## src/rtl/seg_scan_ctrl.sv

```systemverilog
// Time-multiplexed 4-digit seven-segment scan controller with frame-aligned value updates.
// Optional leading-zero blanking is built when SEG_LZB_EN is defined.
module seg_scan_ctrl #(
    parameter int unsigned TICK_DIV  = 10000,
    parameter int unsigned BLANK_CYC = 16
) (
    input  logic        clk,
    input  logic        rst_n,
    input  logic        enable,
    input  logic        load_valid,
    input  logic [15:0] load_data,
    output logic        load_ready,
    output logic [3:0]  nibble,
    output logic        blank,
    output logic [3:0]  digit_sel,
    output logic        frame_done
);

    localparam int unsigned CMAX = (TICK_DIV > BLANK_CYC) ? TICK_DIV : BLANK_CYC;
    localparam int unsigned CW   = (CMAX > 1) ? $clog2(CMAX) : 1;
    localparam logic [CW-1:0] TICK_LAST  = CW'(TICK_DIV - 1);
    localparam logic [CW-1:0] BLANK_LAST = CW'(BLANK_CYC - 1);

    typedef enum logic [1:0] {
        IDLE,
        BLANK,
        ACTIVE
    } state_t;

    state_t        state, state_nx;
    logic [CW-1:0] cnt, cnt_nx;
    logic [1:0]    d, d_nx;
    logic [15:0]   disp, disp_nx;
    logic [15:0]   pend, pend_nx;
    logic          pend_v, pend_v_nx;
    logic          commit;

    logic [3:0]    nibble_nx;
    logic          blank_nx;
    logic [3:0]    digit_sel_nx;
    logic          frame_done_nx;
    logic [3:0]    nib_sel;

    always_ff @(posedge clk) begin
        if (!rst_n) begin
            state  <= IDLE;
            cnt    <= '0;
            d      <= '0;
            disp   <= '0;
            pend   <= '0;
            pend_v <= 1'b0;
        end else begin
            state  <= state_nx;
            cnt    <= cnt_nx;
            d      <= d_nx;
            disp   <= disp_nx;
            pend   <= pend_nx;
            pend_v <= pend_v_nx;
        end
    end

    always_comb begin
        state_nx = state;
        cnt_nx   = cnt;
        d_nx     = d;
        if (!enable) begin
            state_nx = IDLE;
            cnt_nx   = '0;
            d_nx     = '0;
        end else begin
            case (state)
                IDLE: begin
                    state_nx = BLANK;
                    cnt_nx   = '0;
                    d_nx     = '0;
                end
                BLANK: begin
                    if (cnt == BLANK_LAST) begin
                        state_nx = ACTIVE;
                        cnt_nx   = '0;
                    end else begin
                        cnt_nx = cnt + CW'(1);
                    end
                end
                ACTIVE: begin
                    if (cnt == TICK_LAST) begin
                        state_nx = BLANK;
                        cnt_nx   = '0;
                        d_nx     = d + 2'd1;
                    end else begin
                        cnt_nx = cnt + CW'(1);
                    end
                end
                default: begin
                    state_nx = IDLE;
                    cnt_nx   = '0;
                    d_nx     = '0;
                end
            endcase
        end
    end

    // Commit happens only when entering the digit0 blank gap; load_ready mirrors !pend_v,
    // so an accept can never coincide with a commit of the same buffer.
    always_comb begin
        commit    = (state_nx == BLANK) && (state != BLANK) && (d_nx == 2'd0);
        disp_nx   = disp;
        pend_nx   = pend;
        pend_v_nx = pend_v;
        if (commit && pend_v) begin
            disp_nx   = pend;
            pend_v_nx = 1'b0;
        end
        if (load_valid && load_ready) begin
            pend_nx   = load_data;
            pend_v_nx = 1'b1;
        end
    end

    always_comb begin
        case (d_nx)
            2'd0:    nib_sel = disp_nx[3:0];
            2'd1:    nib_sel = disp_nx[7:4];
            2'd2:    nib_sel = disp_nx[11:8];
            default: nib_sel = disp_nx[15:12];
        endcase
    end

`ifdef SEG_LZB_EN
    logic lz;
    always_comb begin
        case (d_nx)
            2'd1:    lz = (disp_nx[15:4] == 12'd0);
            2'd2:    lz = (disp_nx[15:8] == 8'd0);
            2'd3:    lz = (disp_nx[15:12] == 4'd0);
            default: lz = 1'b0;
        endcase
    end
`endif

    // Outputs are decoded from next-state values so the registered outputs track the state.
    always_comb begin
        nibble_nx     = '0;
        blank_nx      = 1'b1;
        digit_sel_nx  = '0;
        frame_done_nx = 1'b0;
        if (state_nx == ACTIVE) begin
            nibble_nx     = nib_sel;
            blank_nx      = 1'b0;
            digit_sel_nx  = 4'b0001 << d_nx;
            frame_done_nx = (d_nx == 2'd3) && (cnt_nx == TICK_LAST);
`ifdef SEG_LZB_EN
            if (lz) begin
                blank_nx     = 1'b1;
                digit_sel_nx = '0;
            end
`endif
        end
    end

    always_ff @(posedge clk) begin
        if (!rst_n) begin
            nibble     <= '0;
            blank      <= 1'b1;
            digit_sel  <= '0;
            frame_done <= 1'b0;
            load_ready <= 1'b1;
        end else begin
            nibble     <= nibble_nx;
            blank      <= blank_nx;
            digit_sel  <= digit_sel_nx;
            frame_done <= frame_done_nx;
            load_ready <= !pend_v_nx;
        end
    end

endmodule

```

## config.mk

```make
export PLATFORM = sky130hd
export DESIGN_NAME = seg_scan_ctrl
export DESIGN_NICKNAME = d
export VERILOG_FILES = /design/src/rtl/seg_scan_ctrl.sv
export SDC_FILE = /design/constraint.sdc
export NUM_CORES = 1
export LEC_CHECK = 0
export CAP_MARGIN = 10
export CORE_AREA = 2 2 65 128
export CTS_BUF_LIST = sky130_fd_sc_hd__clkbuf_2
export DETAILED_ROUTE_END_ITERATION = 12
export DIE_AREA = 0 0 67 130
export HOLD_SLACK_MARGIN = 0.03
export PLACE_DENSITY = 0.61
export REMOVE_ABC_BUFFERS = 1
export SKIP_CTS_REPAIR_TIMING = 1
export SYNTH_ARGS = -nofsm -noshare
export SYNTH_HDL_FRONTEND = slang
export SYNTH_SLANG_ARGS = --single-unit
```

## constraint.sdc

```tcl
create_clock -name clk -period 4.1 [get_ports clk]
set_input_delay 0.82 -clock clk [delete_from_list [all_inputs] [get_ports clk]]
set_output_delay 0.82 -clock clk [all_outputs]
set_load 0.005 [all_outputs]
```

==> results of run 1 <==
[cell families (layout without fill, tap and decap cells)]
family / Yosys count / in the layout / synth area share, %
and+or+nand+nor: 132 / 132 / 23.3
DFF: 62 / 62 / 45.8
AOI/OAI and AO/OA: 53 / 53 / 13.9
buffers and inverters: 21 / 55 / 3.47
muxes: 18 / 18 / 6.70
xor gates and xnor gates: 14 / 14 / 4.53
adders and majority gates: 5 / 5 / 2.31
[final cells by class]
| class | count | area, µm² |
|---|---|---|
| clock buffer | 9 | 45.0 |
| clock inverter | 7 | 88.8 |
| fill | 838 | 4620 |
| inverter | 8 | 30.0 |
| multi-input combinational | 222 | 1370 |
| sequential | 62 | 1240 |
| tap | 96 | 120 |
| timing repair buffer | 31 | 308 |
[placed cells by master, fill, tap and decap left out, types with 7 or more instances in the layout]
cell type	netlist	final
mux2i_1	17	17
xor2_1	7	7
a21oi_1	23	23
dfxtp_1	62	62
nor2_1	42	42
clkdlybuf4s50_1	0	30
nand3_1	8	8
clkbuf_2	0	9
nand2_1	46	46
xnor2_1	7	7
[power by group]
| group | internal [mW] | switching, mW |
|---|---|---|
| Clock | 0.197 | 0.224 |
| Combinational | 0.0364 | 0.0409 |
| Sequential | 0.617 | 0.00855 |
| Total | 0.851 | 0.274 |
[worst paths after layout]
check                            start                    to  depth (start not counted)
hold reg to reg   pend[5]$_SDFFE_PN0P_  pend[5]$_SDFFE_PN0P_                          2
setup / recovery     cnt[0]$_SDFF_PN0_  nibble[3]$_SDFF_PN0_                          8
hold / removal    pend[5]$_SDFFE_PN0P_  pend[5]$_SDFFE_PN0P_                          2
setup reg to reg     cnt[0]$_SDFF_PN0_  nibble[3]$_SDFF_PN0_                          8
[layer usage]
layer / vias up / global-route usage (%)
met1: 1024 / 19.6
li1: 1128 / -
met2: 63 / 22.0
met4: 0 / 8.40
met3: 12 / 3.28
met5: - / 0
[through the flow]
stage               power (mW)  util (%)  cells
floorplan                0.680         -    292
global placement         0.714      39.2    419
detailed placement       0.716      39.2    419
CTS                       1.14      41.0    435
global route              1.17      41.0    435
finish                    1.13      41.0    435
[flip-flops by register name (all words and copies together) (netlist names)]
register    cells
frame_done      1
state           2
cnt            14
nibble          4
blank           1
pend_v          1
d               2
disp           16
pend           16
load_ready      1
digit_sel       4
[worst min-delay path, delay by kind of cell, from the launching register on]
family / cells / cell delay (ns)
compound gates: 1 / 0.05
flops: 1 / 0.34
simple gates: 1 / 0.05
==> impl_metrics.csv, run 1 <==
group,metric,value,unit
floorplan,start_util,34.6,%
timing,rsz0062_at_grt,"false",
critical_path,critPathKind,"flip-flop to flip-flop",
placed_design,io_buffers,30,
logic_synthesis,syn_area_per_cell,8.88,µm²
clock_network,h-tree-depth,3,
logic_synthesis,synth_common_cells,"dfxtp_1 (62), nand2_1 (46), nor2_1 (42), a21oi_1 (23), mux2i_1 (17)",
timing,relSlewSlack,33.4,%
hold_path,min_path_type,"flip-flop to flip-flop",
timing,drv_slew,0,
timing,setup-tns-final,0,ns
floorplan,fp-row-count,46,
grt,track_usage,14.8,%
clock_network,cts_tree,"yes",
routing,wl_met2,2750,µm
pwr,p_leak,1.24,nW
timing,fmax,0.315,GHz
logic_synthesis,synth_most_common_cell,"dfxtp_1",
routing,remaining_drc_errors,0,
timing,hold_viol,0,
logic_synthesis,yosys_warnings,0,
timing,setup_viol,0,
logic_synthesis,synth_top_area_cell,"dfxtp_1",
logic_synthesis,yosys-top-cells-area,"dfxtp_1 (46%), nand2_1 (6.4%), mux2i_1 (6.3%)",
grt,grt_pass1_wl,9920,µm
pwr,power-per-cell-area,351,mW/mm²
status,outcome,"completed",
clock_network,clock-sinks,62,
clock_network,root_buffer,"clkbuf_2",
logic_synthesis,synth_edf_count,0,
clock_network,clk-insertion-delay-late,0.52,ns
critical_path,critical_path_arrival,3.62,ns
floorplan,ios,31,
floorplan,core,0.00783,mm²
routing,vias_per_cell,5.12,
logic_synthesis,ys.flop_type,"dfxtp_1",
timing,worst_hold_slack,0.468,ns
critical_path,cp_num_buf_inv,0,
grt,grt_pass1_vias,2105,
timing,finalWorstSetupSlack,0.925,ns
timing,finalCritPeriodShare,77.4,%
finish,drive_gt1_share,6.49,%
routing,dr.pass1.iters,4,
critical_path,critPathTopFamily,"simple AND/OR/NAND/NOR gates",
logic_synthesis,synthCells,305,
logic_synthesis,ys_seq_area_share,45.8,%
clock_network,clk_pin_slew_worst_paths,0.17,ns
critical_path,cp-end-kind,"flip-flop",
timing,finalCriticalPeriod,3.18,ns
logic_synthesis,yosysUniqueCellTypes,49,
critical_path,cp_max_fo,16,
grt,grt_max_degree,36,
critical_path,cp_cell_sequence,"ha_1, nand3_1, nor4_1, nor3_1, or4_4, mux2i_1, a2bb2oi_1, a221oi_1",
logic_synthesis,synth_top_area_share,45.8,%
logic_synthesis,ys_seq_elements,62,
timing,clock_skew,0.0162,ns
routing,wl_met1,2790,µm
finish,area_growth,18.4,%
placed_design,dpl.hpwl,4080,µm
grt,antenna_found_initial,0,
critical_path,critPathSlowestCell,"or4_4",
grt,grt-ovfl-total,0,
finish,final_nets,359,
routing,drtIter0Drc,104,
floorplan,die_y,130,µm
placed_design,place_area,0.00307,mm²
floorplan,die_x,67,µm
routing,wl,5980,µm
placed_design,place_congestion,0.830,
floorplan,dieArea,0.00871,mm²
critical_path,rrSetupSlack,0.92,ns
critical_path,critPathMaxStageDelay,0.69,ns
logic_synthesis,ys_async_sr_fraction,0,%
routing,wl_per_cell,13.7,µm
timing,tightest_slew,0.992,ns
critical_path,critPathRequiredTime,4.54,ns
logic_synthesis,synth.cell_area,0.00271,mm²
finish,final_cell_area,0.00321,mm²
clock_network,cts_buffers,9,
routing,drtAntennaViolNets,0,
routing,top_layer,"met4",
placed_design,dpl_worst_slack,0.697,ns
clock_network,clockBufferDepth,2,
run,drv_cap,0,
pwr,max-vdd-ir-drop,0.155,mV
routing,dr_wl_met3,317,µm
routing,vias,2227,
critical_path,start_kind,"flip-flop",
finish,diodes,0,
No activity file was read; power rests on OpenSTA's default activity.
==> run 2: changes to the inputs <==
Clock period 4.1 ns to 3 ns, I/O delays scaled along.
==> impl_metrics.csv, run 2 (synthesized netlist as in run 1, its figures left out) <==
group,metric,value,unit
status,outcome,"completed",
grt,track_usage,15.3,%
timing,finalCriticalPeriod,2.80,ns
finish,final_util,41.7,%
clock_network,clk-insertion-delay-late,0.50,ns
finish,final_cell_area,0.00327,mm²
floorplan,start_util,34.6,%
finish,nFillCells,821,
timing,tightest_slew,0.671,ns
pwr,max-vdd-ir-drop,0.220,mV
routing,vias,2268,
routing,wl_per_cell,13.6,µm
critical_path,crit_top_cell,"mux2i_1",
finish,diodes,0,
floorplan,fp-row-count,46,
clock_network,root_buffer,"clkbuf_2",
finish,drive_gt1_share,9.74,%
floorplan,dieArea,0.00871,mm²
finish,seqCellArea,0.00124,mm²
clock_network,clk_pin_slew_worst_paths,0.16,ns
run,drv_cap,0,
clock_network,clock-sinks,62,
clock_network,cts_tree,"yes",
timing,fmax,0.358,GHz
timing,finalCritPeriodShare,93.2,%
routing,wl,6050,µm
floorplan,die_y,130,µm
placed_design,place_congestion,0.920,
finish,top_regs,"disp: 16 flops, pend: 16 flops, cnt: 14 flops",
critical_path,cp_max_fo,9,
critical_path,critPathMaxStageDelay,0.64,ns
routing,vias_per_cell,5.10,
timing,hold_viol,0,
critical_path,critPathSlowestCell,"or4_4",
critical_path,rrSetupSlack,0.20,ns
critical_path,cp_cell_sequence,"ha_1, nand3_1, nor4_4, mux2i_1, or4_4, buf_4, mux2i_1, a221oi_1",
finish,final_common_cell,"dfxtp_1",
floorplan,die_x,67,µm
critical_path,startpoint,"cnt[1]$_SDFF_PN0_",
finish,multi_input_area,0.00138,mm²
timing,relSlewSlack,55.2,%
finish,layout_common_cells,"dfxtp_1 (61), nand2_1 (46), nor2_1 (42), clkdlybuf4s50_1 (30), a21oi_1 (23)",
grt,antenna_found_initial,0,
critical_path,critPathKind,"flip-flop to flip-flop",
critical_path,start_kind,"flip-flop",
critical_path,critPathRequiredTime,3.40,ns
pwr,p_leak,1.27,nW
hold_path,min_path_type,"flip-flop to flip-flop",
clock_network,clockBufferDepth,2,
pwr,power,1.46,mW
grt,grt-ovfl-total,0,
critical_path,rr_endpoint,"nibble[0]$_SDFF_PN0_",
critical_path,cp-end-kind,"flip-flop",
grt,grt_max_degree,23,
clock_network,h-tree-depth,3,
placed_design,dpl.hpwl,4370,µm
placed_design,place_area,0.00315,mm²
grt,grt_pass1_wl,10100,µm
routing,drtAntennaViolNets,0,
finish,area_growth,20.6,%
routing,drtIter0Drc,108,
pwr,power-per-cell-area,446,mW/mm²
timing,clock_skew,0.0162,ns
timing,drv_slew,0,
critical_path,r2r_start,"cnt[1]$_SDFF_PN0_",
placed_design,io_buffers,30,
floorplan,ios,31,
floorplan,core,0.00783,mm²
timing,rsz0062_at_grt,"false",
finish,final_nets,369,
grt,grt_pass1_vias,2209,
critical_path,reg2reg_depth,8,
critical_path,cp-endpoint,"nibble[0]$_SDFF_PN0_",
critical_path,critical_path_arrival,3.20,ns
clock_network,cts_buffers,9,
timing,setup_viol,0,
routing,remaining_drc_errors,0,
routing,dr.pass1.iters,4,
-- run 2: changes by cell type in the layout (fill, tap and decap cells not counted) --
cell and change:
buf_4 +10, bufinv_16 -1, clkinv_4 -1, clkinvlp_4 +2, dfxtp_1 -1, dfxtp_2 +1, o41ai_1 -1, o41ai_2 +1
-- run 2: power breakdown --
group          leakage (nW)  internal, mW  switching, mW
clock network        0.0590         0.184          0.301
registers             0.503         0.844         0.0119
logic                 0.711        0.0576         0.0571
-- run 2: through the flow --
stage	setup TNS [ns]	std cells	hold WS (ns)	worst slack, ns
finish	0	445	0.469	0.204
detailed placement	-0.125	429	0.448	-0.0668
CTS	0	445	0.469	0.106
floorplan	0	292	0.436	0.326
global placement	0	429	0.448	0.0764
global route	0	445	0.494	0.0276
-- run 2: layer usage --
metal,vias to the layer above,part of all wire (%),track usage (%)
li1,1149,-,-
met1,1054,44,18.6
met2,61,50,24.9
met3,4,5.6,2.16
met4,0,0.71,9.24
met5,-,0,0
-- run 2: final cells by class --
class,count,area share (%)
multi-input cells,222,42.3
clock inverters,7,1.99
flip-flops and latches,62,38.0
inverters,8,0.920
well taps,96,3.68
clock buffers,9,1.38
repair buffers,41,11.7
-- run 2: how the worst min path moves through the flow --
| stage | cells past startpoint | from | end |
|---|---|---|---|
| 4_1_cts | 2 | pend[0]$_SDFFE_PN0P_ | pend[0]$_SDFFE_PN0P_ |
| 3_3_place_gp | 2 | pend[5]$_SDFFE_PN0P_ | pend[5]$_SDFFE_PN0P_ |
| 5_1_grt | 2 | pend[4]$_SDFFE_PN0P_ | pend[4]$_SDFFE_PN0P_ |
| 3_5_place_dp | 2 | pend[0]$_SDFFE_PN0P_ | pend[0]$_SDFFE_PN0P_ |
| 6_report | 2 | pend[0]$_SDFFE_PN0P_ | pend[0]$_SDFFE_PN0P_ |
| 2_1_floorplan | 2 | pend[0]$_SDFFE_PN0P_ | pend[0]$_SDFFE_PN0P_ |
-- run 2: worst max-delay path: cells and delay by family, from the launching register on --
kind / cells / cell delay (ns)
multiplexers: 2 / 0.29
AND/OR/NAND/NOR: 3 / 1.27
adder cells (fa/ha/maj): 1 / 0.25
AO/OA/AOI/OAI: 1 / 0.28
buffers and inverters: 1 / 0.20
flip-flops: 1 / 0.40
